$ cat src/rtl/fft16_in_buffer_if.sv
// fft16_in_buffer_if: handshake and data bundle for the 16-point FFT input buffer.
//
//   in_valid / in_ready / in_data / in_last : per-sample stream from upstream.
//                                             in_data = {real[33:17], imag[16:0]}.
//   frame_valid / frame_ready / frame_data  : whole-frame handoff to the butterfly
//                                             stage; frame_data lane k = bits 34k+33:34k.
//   frame_err                               : one-cycle short-frame pulse.
//
// Modports:
//   master : the environment (drives samples, accepts frames).
//   slave  : the buffer itself.
interface fft16_in_buffer_if;
  logic         in_valid;
  logic         in_ready;
  logic [33:0]  in_data;
  logic         in_last;
  logic         frame_valid;
  logic         frame_ready;
  logic [543:0] frame_data;
  logic         frame_err;

  modport master (
    output in_valid,
    output in_data,
    output in_last,
    output frame_ready,
    input  in_ready,
    input  frame_valid,
    input  frame_data,
    input  frame_err
  );

  modport slave (
    input  in_valid,
    input  in_data,
    input  in_last,
    input  frame_ready,
    output in_ready,
    output frame_valid,
    output frame_data,
    output frame_err
  );
endinterface

$ cat src/rtl/fft16_in_buffer.sv
// fft16_in_buffer: ping-pong buffer that collects 16 complex samples (34 bits each,
// {real[33:17], imag[16:0]}) and presents them as one 544-bit frame to a 16-point
// butterfly stage.
//
// Ports:
//   clk    : single clock, all state updates on its rising edge.
//   rst_n  : asynchronous active-low reset; clears both banks, flags and pointers.
//   bus    : fft16_in_buffer_if.slave
//            in_valid/in_ready/in_data/in_last  sample stream in
//            frame_valid/frame_ready/frame_data frame handoff out
//            frame_err                          short-frame pulse
//
// Optional feature (macro FFT16_LAST_CHECK_EN): in_last closes a frame early, the
// unwritten lanes read as zero and frame_err pulses; a frame reaching 16 samples
// without in_last also pulses frame_err. Without the macro in_last is ignored and
// frame_err is tied low.
module fft16_in_buffer (
  input logic              clk,
  input logic              rst_n,
  fft16_in_buffer_if.slave bus
);

  localparam int unsigned Lanes   = 16;
  localparam int unsigned SampleW = 34;
  localparam int unsigned FrameW  = Lanes * SampleW;
  localparam logic [3:0]  LastCnt = 4'd15;

  logic [FrameW-1:0] bank_q [2];
  logic [FrameW-1:0] bank_d [2];
  logic [1:0]        full_q, full_d;
  logic              wr_bank_q, wr_bank_d;
  logic              rd_bank_q, rd_bank_d;
  logic [3:0]        wr_cnt_q, wr_cnt_d;

  logic accept;
  logic release_frame;
  logic close_frame;
  logic zero_tail;

  // Handshakes
  assign bus.in_ready    = ~full_q[wr_bank_q];
  assign accept          = bus.in_valid & bus.in_ready;
  assign bus.frame_valid = full_q[rd_bank_q];
  assign release_frame   = bus.frame_valid & bus.frame_ready;
  assign bus.frame_data  = bank_q[rd_bank_q];

`ifdef FFT16_LAST_CHECK_EN
  logic frame_err_q, frame_err_d;

  // An early in_last closes the frame; reaching lane 15 always closes it.
  assign close_frame = accept & ((wr_cnt_q == LastCnt) | bus.in_last);
  // Lanes above the closing lane may hold a stale frame and must be cleared.
  assign zero_tail   = close_frame & (wr_cnt_q != LastCnt);
  // Error whenever in_last disagrees with the lane position.
  assign frame_err_d = accept & (bus.in_last ^ (wr_cnt_q == LastCnt));

  always_ff @(posedge clk or negedge rst_n) begin
    if (!rst_n) begin
      frame_err_q <= 1'b0;
    end else begin
      frame_err_q <= frame_err_d;
    end
  end

  assign bus.frame_err = frame_err_q;
`else
  logic unused_in_last;

  assign close_frame    = accept & (wr_cnt_q == LastCnt);
  assign zero_tail      = 1'b0;
  assign unused_in_last = bus.in_last;
  assign bus.frame_err  = 1'b0;
`endif

  // Bank write: one lane per accepted sample, optional tail clear on an early close.
  always_comb begin
    bank_d[0] = bank_q[0];
    bank_d[1] = bank_q[1];
    for (int b = 0; b < 2; b++) begin
      if (accept && (wr_bank_q == 1'(b))) begin
        for (int k = 0; k < Lanes; k++) begin
          if (wr_cnt_q == 4'(k)) begin
            bank_d[b][k*SampleW +: SampleW] = bus.in_data;
          end else if (zero_tail && (4'(k) > wr_cnt_q)) begin
            bank_d[b][k*SampleW +: SampleW] = '0;
          end
        end
      end
    end
  end

  // Pointer and flag next state. close_frame needs full[wr_bank]=0 and
  // release_frame needs full[rd_bank]=1, so on a shared edge they hit
  // different banks and both updates apply.
  always_comb begin
    full_d    = full_q;
    wr_bank_d = wr_bank_q;
    rd_bank_d = rd_bank_q;
    wr_cnt_d  = wr_cnt_q;

    if (release_frame) begin
      full_d[rd_bank_q] = 1'b0;
      rd_bank_d         = ~rd_bank_q;
    end

    if (accept) begin
      if (close_frame) begin
        full_d[wr_bank_q] = 1'b1;
        wr_bank_d         = ~wr_bank_q;
        wr_cnt_d          = '0;
      end else begin
        wr_cnt_d = wr_cnt_q + 4'd1;
      end
    end
  end

  always_ff @(posedge clk or negedge rst_n) begin
    if (!rst_n) begin
      bank_q[0] <= '0;
      bank_q[1] <= '0;
      full_q    <= '0;
      wr_bank_q <= 1'b0;
      rd_bank_q <= 1'b0;
      wr_cnt_q  <= '0;
    end else begin
      bank_q[0] <= bank_d[0];
      bank_q[1] <= bank_d[1];
      full_q    <= full_d;
      wr_bank_q <= wr_bank_d;
      rd_bank_q <= rd_bank_d;
      wr_cnt_q  <= wr_cnt_d;
    end
  end

  // Pointer invariants: with no bank full the pointers coincide, and with both
  // full the writer has wrapped onto the bank being read.
  a_ptr_empty: assert property (@(posedge clk) disable iff (!rst_n)
    (full_q == 2'b00) |-> (wr_bank_q == rd_bank_q));
  a_ptr_full: assert property (@(posedge clk) disable iff (!rst_n)
    (full_q == 2'b11) |-> (wr_bank_q == rd_bank_q && wr_cnt_q == 4'd0));
  a_ptr_one: assert property (@(posedge clk) disable iff (!rst_n)
    (full_q == 2'b01 || full_q == 2'b10) |-> (wr_bank_q != rd_bank_q));

endmodule

$ cat src/flat_wrapper.sv
// flat-port wrapper written by rule: the top's interface ports become plain ports
module fft16_in_buffer_flat 
  (clk, rst_n, bus_in_valid, bus_in_data, bus_in_last, bus_frame_ready, bus_in_ready, bus_frame_valid, bus_frame_data, bus_frame_err);
  fft16_in_buffer_if bus_i ();
  input logic clk;
  input logic rst_n;
  input wire logic [$bits(bus_i.in_valid)-1:0] bus_in_valid;
  input wire logic [$bits(bus_i.in_data)-1:0] bus_in_data;
  input wire logic [$bits(bus_i.in_last)-1:0] bus_in_last;
  input wire logic [$bits(bus_i.frame_ready)-1:0] bus_frame_ready;
  output wire logic [$bits(bus_i.in_ready)-1:0] bus_in_ready;
  output wire logic [$bits(bus_i.frame_valid)-1:0] bus_frame_valid;
  output wire logic [$bits(bus_i.frame_data)-1:0] bus_frame_data;
  output wire logic [$bits(bus_i.frame_err)-1:0] bus_frame_err;
  assign bus_i.in_valid = bus_in_valid;
  assign bus_i.in_data = bus_in_data;
  assign bus_i.in_last = bus_in_last;
  assign bus_i.frame_ready = bus_frame_ready;
  assign bus_in_ready = bus_i.in_ready;
  assign bus_frame_valid = bus_i.frame_valid;
  assign bus_frame_data = bus_i.frame_data;
  assign bus_frame_err = bus_i.frame_err;
  fft16_in_buffer u_core (.clk(clk), .rst_n(rst_n), .bus(bus_i));
endmodule
$ cat config.mk
export PLATFORM = sky130hd
export DESIGN_NAME = fft16_in_buffer_flat
export DESIGN_NICKNAME = d
export VERILOG_FILES = /design/src/rtl/fft16_in_buffer_if.sv /design/src/rtl/fft16_in_buffer.sv /design/src/flat_wrapper.sv
export SDC_FILE = /design/constraint.sdc
export NUM_CORES = 1
export LEC_CHECK = 0
export ABC_AREA = 1
export CAP_MARGIN = 20
export CORE_MARGIN = 2
export CORE_UTILIZATION = 35
export DETAILED_ROUTE_END_ITERATION = 16
export PLACE_DENSITY_LB_ADDON = 0.1
export SLEW_MARGIN = 10
export SYNTH_ARGS = -nofsm -noshare
export SYNTH_HDL_FRONTEND = slang
export SYNTH_SLANG_ARGS = --single-unit
$ cat constraint.sdc
create_clock -name clk -period 1.65 [get_ports clk]
set_input_delay 0.165 -clock clk [delete_from_list [all_inputs] [get_ports clk]]
set_output_delay 0.165 -clock clk [all_outputs]
set_load 0.02 [all_outputs]
# --- After elaboration in Yosys (flattened, before gate mapping) ---
# Cells that the tools add are included.
op_classes:
  addsub: 1
  reduce_logical: 38
  n_lt_le_gt_ge: 5
  eq_ne: 15
  bitwise_logic: 10
  n_mux: 15
op_table:
  columns: ["op", "n"]
  rows:
  - ["544-bit 2-to-1 mux", 3]
  - ["2-bit AND reduction", 33]
  - ["4-bit equality test (second input constant)", 8]
  - ["4-bit by 3-bit equality test with 1-bit output (second input constant)", 4]
  - ["4-bit by 2-bit equality test with 1-bit output (second input constant)", 2]
  - ["1-bit 2-to-1 mux", 6]
  - ["2-bit 2-to-1 mux", 3]
  - ["4-bit by 1-bit adder with 4-bit output (second input constant)", 1]
  - ["4-bit by 1-bit equality test with 1-bit output (second input constant)", 1]
  - ["1-bit logical AND", 4]
  - ["4-bit zero test", 1]
  - ["1-bit by 2-bit less-than comparator with 1-bit output (second input constant)", 2]
  - ["4-bit 2-to-1 mux", 1]
  - ["1-bit bitwise AND", 3]
  - ["1-bit inverter", 3]
  - ["2-bit bitwise AND", 1]
  - ["1-bit demux with 1-bit select", 2]
  - ["1-bit >= comparator (second input constant)", 2]
  - ["2-bit >= comparator (second input constant)", 1]
  - ["1-bit inverter with 2-bit output", 1]
  - ["2-bit inverter", 1]
  - ["2-bit OR", 1]
totals:
  out_inout_bits: 547
  elab_cells: 120
  register_bits: 1096

# --- Logic depth before layout (Yosys ltp) ---
# Gate-level depths: netlist of the first run.
logic_depth:
  depth_word: 10
  mapped_depth: 9
  depth_no_buf: 7

# --- Least setup slack after synthesis of the first run ---
# No wires, ideal clock.
synth_path:
  kind: "register to register"
  from: "reg u_core.wr_cnt_q[0]"
  to: "reg u_core.bank_q[289] (netlist name)"
  stages_incl_launch_ff: 10
  required_ns: 1.517
  arrival_time_ns: 1.531
  n_path_buf: 2
  setup_time_ns: 0.133
  synth_period_minus_slack_ns: 1.664
  path_slack_ns: -0.014
  path_cell_list: "dfrtp_1 > inv_1 > ha_1 > inv_1 > nor2_1 > nand2_2 > buf_2 > buf_2 > nand2_1 > o21ai_0"
synth_between:
  elab_chain_cells: 2
synth_lines:
  columns: ["element", "line_no", "source"]
  rows:
  - ["start: declaration", "fft16_in_buffer.sv:33", "logic [3:0] wr_cnt_q, wr_cnt_d;"]
  - ["start signal: assignment", "fft16_in_buffer.sv:131", "wr_cnt_q <= wr_cnt_d;"]
  - ["4-bit equality test", "fft16_in_buffer.sv:82", "if (wr_cnt_q == 4'(k)) begin"]
  - ["2-bit AND reduction (no source line)", null, null]
  - ["end: declaration", "fft16_in_buffer.sv:28", "logic [FrameW-1:0] bank_q [2];"]
# Every way passes these cells.
# A chain may end at the register's enable or synchronous reset.

# --- Worst setup path after layout of the first run ---
layout_path:
  from: "reg u_core.rd_bank_q"
  to: "out bus_frame_data[503]"
layout_between:
  elab_chain_cells: 4
layout_lines:
  columns: ["element", "line_no", "source"]
  rows:
  - ["start: declaration", "fft16_in_buffer.sv:32", "logic rd_bank_q, rd_bank_d;"]
  - ["start signal: assignment", "fft16_in_buffer.sv:130", "rd_bank_q <= rd_bank_d;"]
  - ["1-bit inverter with 2-bit output (not written as such)", "fft16_in_buffer.sv:45", "assign bus.frame_data = bank_q[rd_bank_q];"]
  - ["544-bit 2-to-1 mux (not written as such) (3 in series)", "fft16_in_buffer.sv:45", null]
  - ["end: declaration", "flat_wrapper.sv:13", "output wire logic [$bits(bus_i.frame_data)-1:0] bus_frame_data;"]
# Every way passes these cells. The select of a mux whose other input is x is not followed.

==> results of run 1 <==
==> synthesized netlist by cell type (all sizes together) <==
library cell | n | share of area
clkbuf | 265 | 0.021
conb | 1 | 0.000081
ha | 4 | 0.0011
nand3 | 7 | 0.00076
dfrtp | 1096 | 0.59
inv | 154 | 0.012
o21ai | 1192 | 0.13
nor2 | 22 | 0.0023
buf | 159 | 0.022
nand2 | 2674 | 0.22
xor2 | 1 | 0.00019
==> how the worst max path moves through the flow <==
stage / cells after the start / end / from
after floorplan: 9 / u_core.bank_q[289] / u_core.wr_cnt_q[0]
after global placement: 5 / bus_frame_data[253] / u_core.rd_bank_q
after detailed placement: 5 / bus_frame_data[290] / u_core.rd_bank_q
after CTS: 5 / bus_frame_data[3] / u_core.rd_bank_q
after global routing: 7 / bus_frame_data[89] / u_core.rd_bank_q
final: 4 / bus_frame_data[503] / u_core.rd_bank_q
==> what timing repair did <==
| item | CTS | global route |
|---|---|---|
| pin swaps | 0 | 3 |
| endpoints found under the hold margin | 1090 | 0 |
| setup endpoints to repair | 1015 | 1626 |
| cloned | 3 | 9 |
| hold buffers | 2 | 0 |
| setup buffers | 11 | 29 |
| gates resized for setup | 484 | 515 |
==> metal layers <==
metal | up-vias | track usage | routed length (µm)
li1 | 18930 | - | -
met1 | 19087 | 0.333 | 73600
met2 | 1191 | 0.389 | 77300
met3 | 250 | 0.0359 | 8510
met4 | 0 | 0.0859 | 6220
met5 | - | 0 | 0
==> layout by cell type, fill, tap and decap left out, types with 12 or more instances in the layout <==
master / n
dfrtp_1: 1095
buf_6: 27
buf_2: 12
clkdlybuf4s50_1: 107
clkbuf_2: 27
clkdlybuf4s15_2: 65
nand2_1: 2622
clkbuf_1: 21
o21ai_1: 130
o21ai_0: 1046
buf_12: 184
nor2_1: 15
clkbuf_16: 132
clkbuf_8: 33
inv_1: 149
dlygate4sd2_1: 178
buf_4: 326
clkinv_2: 26
nand2_2: 42
==> critical path, stage by stage (launching register included) <==
cell	delay [ps]
dfrtp_4	520
buf_6	180
clkbuf_16	180
o21ai_0	330
clkdlybuf4s50_1	690
==> cell type report <==
class,count,area share
clock inverter,46,0.00898
sequential,1096,0.444
multi-input combinational,3901,0.268
antenna,1,0.0000405
timing repair buffer,966,0.175
tap,1755,0.0356
clock buffer,177,0.0585
inverter,154,0.00957
==> flip-flops by register name (all words and copies together) (netlist names) <==
signal,cells
u_core.wr_bank_q,1
u_core.rd_bank_q,1
u_core.wr_cnt_q,4
u_core.bank_q,1088
u_core.full_q,2
==> power by group through the flow <==
stage          logic [mW]  clock network [mW]  registers [mW]
3_3_place_gp         59.1                   0            44.6
4_1_cts              58.5                28.7            44.4
3_5_place_dp         59.6                   0            44.7
2_1_floorplan        29.5                   0            42.4
6_report             59.3                28.1            44.5
5_1_grt              64.6                29.8            45.7
==> cell families after synthesis <==
family,share of synthesized area
compound gates,0.129
xor+xnor,0.000189
fa+ha+maj,0.00108
buf+inv,0.0557
flops,0.592
other cells,0.0000810
simple gates,0.222
==> impl_metrics.csv, run 1 <==
group,metric,value,unit
clock_tree,h-tree-depth,3,
global_routing,antenna_found_initial,4,
clock_tree,cts_tree,"built",
final_layout,multi_input_area,0.0165,mm²
min_path,worstHoldEndpoint,"u_core.full_q[1]",
timing,whs,83.5,ps
outcome,status,"finished, violations left",
placed_design,place_inst,7818,
timing,rsz0062_at_grt,"yes",
timing,min_period,2790,ps
final_layout,fin_cells,8096,
clock_tree,numClockSinks,1096,
yosys,syn_nets,5618,
timing,finalHoldViolations,0,
routing,vias,39458,
final_layout,drive_gt1_frac,0.150,
power_and_ir_drop,swShare,0.399,
routing,routed_wl,166000,µm
final_layout,fin_util,0.469,
floorplanning,start_util,0.352,
yosys,syn_avg_cell_area,8.31,µm²
timing,period_share,1.69,
power_and_ir_drop,comb_power_share,0.449,
routing,drtIter0Drc,3792,
floorplanning,die_area,0.135,mm²
timing,worst_pin_slew,581,ps
routing,wl_per_cell,20.5,µm
setup_path,criticalPathCategory,"register to primary output",
placed_design,port_buffers,583,
min_path,min_from,"bus_frame_ready",
placed_design,finalWeightedCongestion,0.836,
clock_tree,cts_inserted_buffers,121,
placed_design,detailed_place_hpwl,110000,µm
floorplanning,num_rows,133,
power_and_ir_drop,power.share.clock,0.213,
routing,drc_errors,0,
power_and_ir_drop,vdd_drop_max,981,µV
final_layout,area_delta_synth_final,33.3,%
placed_design,dp_slack,-511,ps
min_path,hold_path.class,"primary input to register",
final_layout,fin_area,0.0617,mm²
floorplanning,ios,586,
timing,maxSlewViolCount,0,
placed_design,dpl_cell_area,0.0570,mm²
outcome,violations,"negative setup slack",
min_path,hold_depth,4,
setup_path,regToRegEndpoint,"u_core.full_q[0]",
job,cap_violations,0,
global_routing,grt_pass1_wl,250000,µm
power_and_ir_drop,p_total,132,mW
power_and_ir_drop,switching_power,52.7,mW
final_layout,fin_nets,6283,
timing,fmax,358,MHz
global_routing,gr-total-overflow,0,
setup_path,cp_max_fo,12,
timing,fin_skew,41.2,ps
setup_path,worst_setup_path_end_kind,"primary output",
power_and_ir_drop,powerDensity,2140,mW/mm²
yosys,synth_seq_area_share,0.592,
routing,drt-vias-per-instance,4.87,
final_layout,final-seq-area,0.0274,mm²
yosys,synth_warnings,0,
yosys,synth_cells,5575,
setup_path,startpoint_type,"register",
setup_path,timing.rr.start,"u_core.rd_bank_q",
timing,setup_violations,826,
yosys,ys_types,20,
setup_path,rrSetupSlack,-180,ps
floorplanning,die_y,368,µm
timing,fin_ws,-1140,ps
power_and_ir_drop,p_int,79.2,mW
global_routing,grt_pass1_vias,38209,
clock_tree,path_clk_slew,60,ps
clock_tree,cts_root_buf,"clkbuf_16",
setup_path,cp.required,1480,ps
power_and_ir_drop,p_leak,31.4,nW
final_layout,n_fill_cell,12972,
power_and_ir_drop,power_frac_seq,0.337,
routing,first_pass_iters,5,
clock_tree,clockBufferDepth,3,
clock_tree,clk_latency,740,ps
yosys,synth-seq-cells,1096,
global_routing,track_usage,0.242,
setup_path,arrival,2630,ps
global_routing,grt_max_degree,101,
floorplanning,core,0.131,mm²
setup_path,r2r_cells,8,
timing,relSlewSlack,0.613,
floorplanning,die_width,368,µm
timing,fin_setup_tns,-484470,ps
yosys,netlist_area,0.0463,mm²
routing,ant_nets,0,
(Power assumes the default switching activity.)
==> run 2: changes to the inputs <==
Settings changed: CORE_MARGIN 2 to 3, GPL_TIMING_DRIVEN from default to 0.
==> run 2 against run 1 <==
Against the previous run:
- the flow finishes with violations (negative hold slack, negative setup slack)
- worst setup slack improved by 280 ps
- register-to-register slack got worse by 450 ps
- sequential power decreased by 1%
- clock skew decreased by 6.2 ps
- clock-buffer cell count unchanged
- total power increased by 0.78%
- utilization decreased by 0.53 points
- global-route usage increased by 2.9 points
- cell count increased by 0.93%
- critical path type unchanged
- largest cell class unchanged
- largest power group unchanged
==> impl_metrics.csv, run 2 (synthesized netlist as in run 1, its figures left out) <==
group,metric,value,unit
final_layout,final-seq-area,0.0274,mm²
clock_tree,numClockSinks,1096,
power_and_ir_drop,power.share.clock,0.214,
outcome,violations,"negative hold slack, negative setup slack",
timing,fin_skew,35.1,ps
clock_tree,cts_root_buf,"clkbuf_16",
final_layout,drive_gt1_frac,0.196,
floorplanning,ios,586,
placed_design,port_buffers,583,
timing,maxSlewViolCount,0,
clock_tree,clockBufferDepth,3,
global_routing,antenna_found_initial,3,
outcome,status,"finished, violations left",
power_and_ir_drop,switching_power,56.2,mW
power_and_ir_drop,swShare,0.423,
floorplanning,core,0.130,mm²
timing,finalHoldViolations,197,
timing,rsz0062_at_grt,"yes",
final_layout,fin_cells,8171,
power_and_ir_drop,p_int,76.7,mW
setup_path,cp.required,1480,ps
power_and_ir_drop,p_leak,30.6,nW
timing,worst_pin_slew,1050,ps
placed_design,place_inst,7907,
global_routing,gr-total-overflow,0,
final_layout,regMostFlops,"u_core.bank_q",
routing,drc_errors,0,
final_layout,largestRegisters,"u_core.bank_q: 1088 flops, u_core.wr_cnt_q: 4 flops, u_core.full_q: 2 flops",
clock_tree,cts_tree,"built",
setup_path,cp_max_fo,10,
placed_design,dpl_cell_area,0.0545,mm²
placed_design,finalWeightedCongestion,0.888,
floorplanning,start_util,0.355,
timing,min_period,2510,ps
final_layout,fin_nets,6364,
floorplanning,num_rows,132,
timing,relSlewSlack,0.300,
power_and_ir_drop,power_frac_seq,0.331,
clock_tree,h-tree-depth,3,
global_routing,track_usage,0.270,
floorplanning,die_area,0.137,mm²
routing,vias,42047,
final_layout,n_fill_cell,13162,
timing,fmax,399,MHz
global_routing,grt_pass1_wl,272000,µm
routing,first_pass_iters,6,
final_layout,largest_register_ffs,1088,
setup_path,rrSetupSlack,-630,ps
job,cap_violations,0,
final_layout,fin_area,0.0606,mm²
power_and_ir_drop,comb_power_share,0.455,
placed_design,detailed_place_hpwl,142000,µm
routing,ant_nets,0,
floorplanning,die_y,370,µm
routing,drt-vias-per-instance,5.15,
floorplanning,die_width,370,µm
setup_path,criticalPathCategory,"register to primary output",
setup_path,arrival,2340,ps
power_and_ir_drop,vdd_drop_max,1210,µV
setup_path,startpoint_type,"register",
clock_tree,path_clk_slew,60,ps
routing,wl_per_cell,23.4,µm
global_routing,grt_pass1_vias,39354,
setup_path,worst_setup_path_end_kind,"primary output",
final_layout,area_delta_synth_final,30.7,%
timing,fin_ws,-857,ps
final_layout,final_cell_mix,"2,400 x nand2_1, 1,096 x dfrtp_1, 1,059 x o21ai_0, 270 x buf_2, 225 x clkbuf_1",
clock_tree,cts_inserted_buffers,121,
final_layout,layout_commonest_cell,"nand2_1",
timing,whs,-605,ps
power_and_ir_drop,powerDensity,2200,mW/mm²
global_routing,grt_max_degree,157,
min_path,hold_path.class,"primary input to asynchronous set/reset pin",
clock_tree,clk_latency,720,ps
final_layout,multi_input_area,0.0175,mm²
timing,setup_violations,1629,
timing,period_share,1.52,
routing,routed_wl,191000,µm
routing,drtIter0Drc,4344,
[run 2: path summary, 6_finish.rpt]
check | startpoint | endpoint | depth (start not counted)
worst max-delay path | u_core.rd_bank_q | bus_frame_data[482] | 4
worst min-delay path | rst_n | u_core.bank_q[983] | 1
worst max register to register | u_core.wr_cnt_q[1] | u_core.bank_q[259] | 8
worst min register to register | u_core.bank_q[727] | u_core.bank_q[727] | 2
max in group asynchronous | rst_n | u_core.bank_q[355] | 5
min in group clk | bus_frame_ready | u_core.rd_bank_q | 3
[run 2: layout make-up]
cell class / count / share of cell area
diodes: 5 / 0.000207
inverters: 154 / 0.00969
multi-input cells: 3901 / 0.289
clock inverters: 49 / 0.00907
well taps: 1742 / 0.0360
clock buffers: 177 / 0.0601
repair buffers: 623 / 0.0912
plain buffers: 424 / 0.0516
flip-flops and latches: 1096 / 0.453
[run 2: critical path, cell delays in order (launching register included)]
cell	delay [ps]
dfrtp_1	410
buf_12	170
clkbuf_2	260
o21ai_0	430
dlygate4sd2_1	390
[run 2: power by group through the flow]
stage / registers [mW] / clock network (mW) / logic [mW]
global route: 45.2 / 30.0 / 65.2
floorplan: 42.4 / 0 / 29.5
global placement: 44.1 / 0 / 56.8
finish: 44.0 / 28.4 / 60.5
CTS: 43.6 / 28.9 / 57.6
detailed placement: 43.9 / 0 / 57.7
[run 2: stage by stage]
stage	total power [mW]	hold slack, ps	utilization	worst slack [ps]	TNS (ps)
3_5_place_dp	102	137	0.418	-1860	-1917870
2_1_floorplan	72.0	-131	-	-14.0	-248
4_1_cts	130	-608	0.454	-873	-919730
5_1_grt	140	-577	0.464	-902	-937180
6_report	133	-605	0.464	-857	-775640
3_3_place_gp	101	465	0.416	-52410	-
[run 2: timing repair]
item,in CTS,in global routing
endpoints found under the setup margin,1926,1927
gates cloned,7,13
hold endpoints to repair,200,131
gates resized for setup,2648,481
pin swaps,18,29
setup buffers,3,9
[run 2: metal layers]
metal,global-route usage,vias up,part of all wire
li1,-,19135,-
met1,0.403,21205,0.46
met2,0.398,1541,0.44
met3,0.0599,166,0.084
met4,0.0671,0,0.022
met5,0,-,0
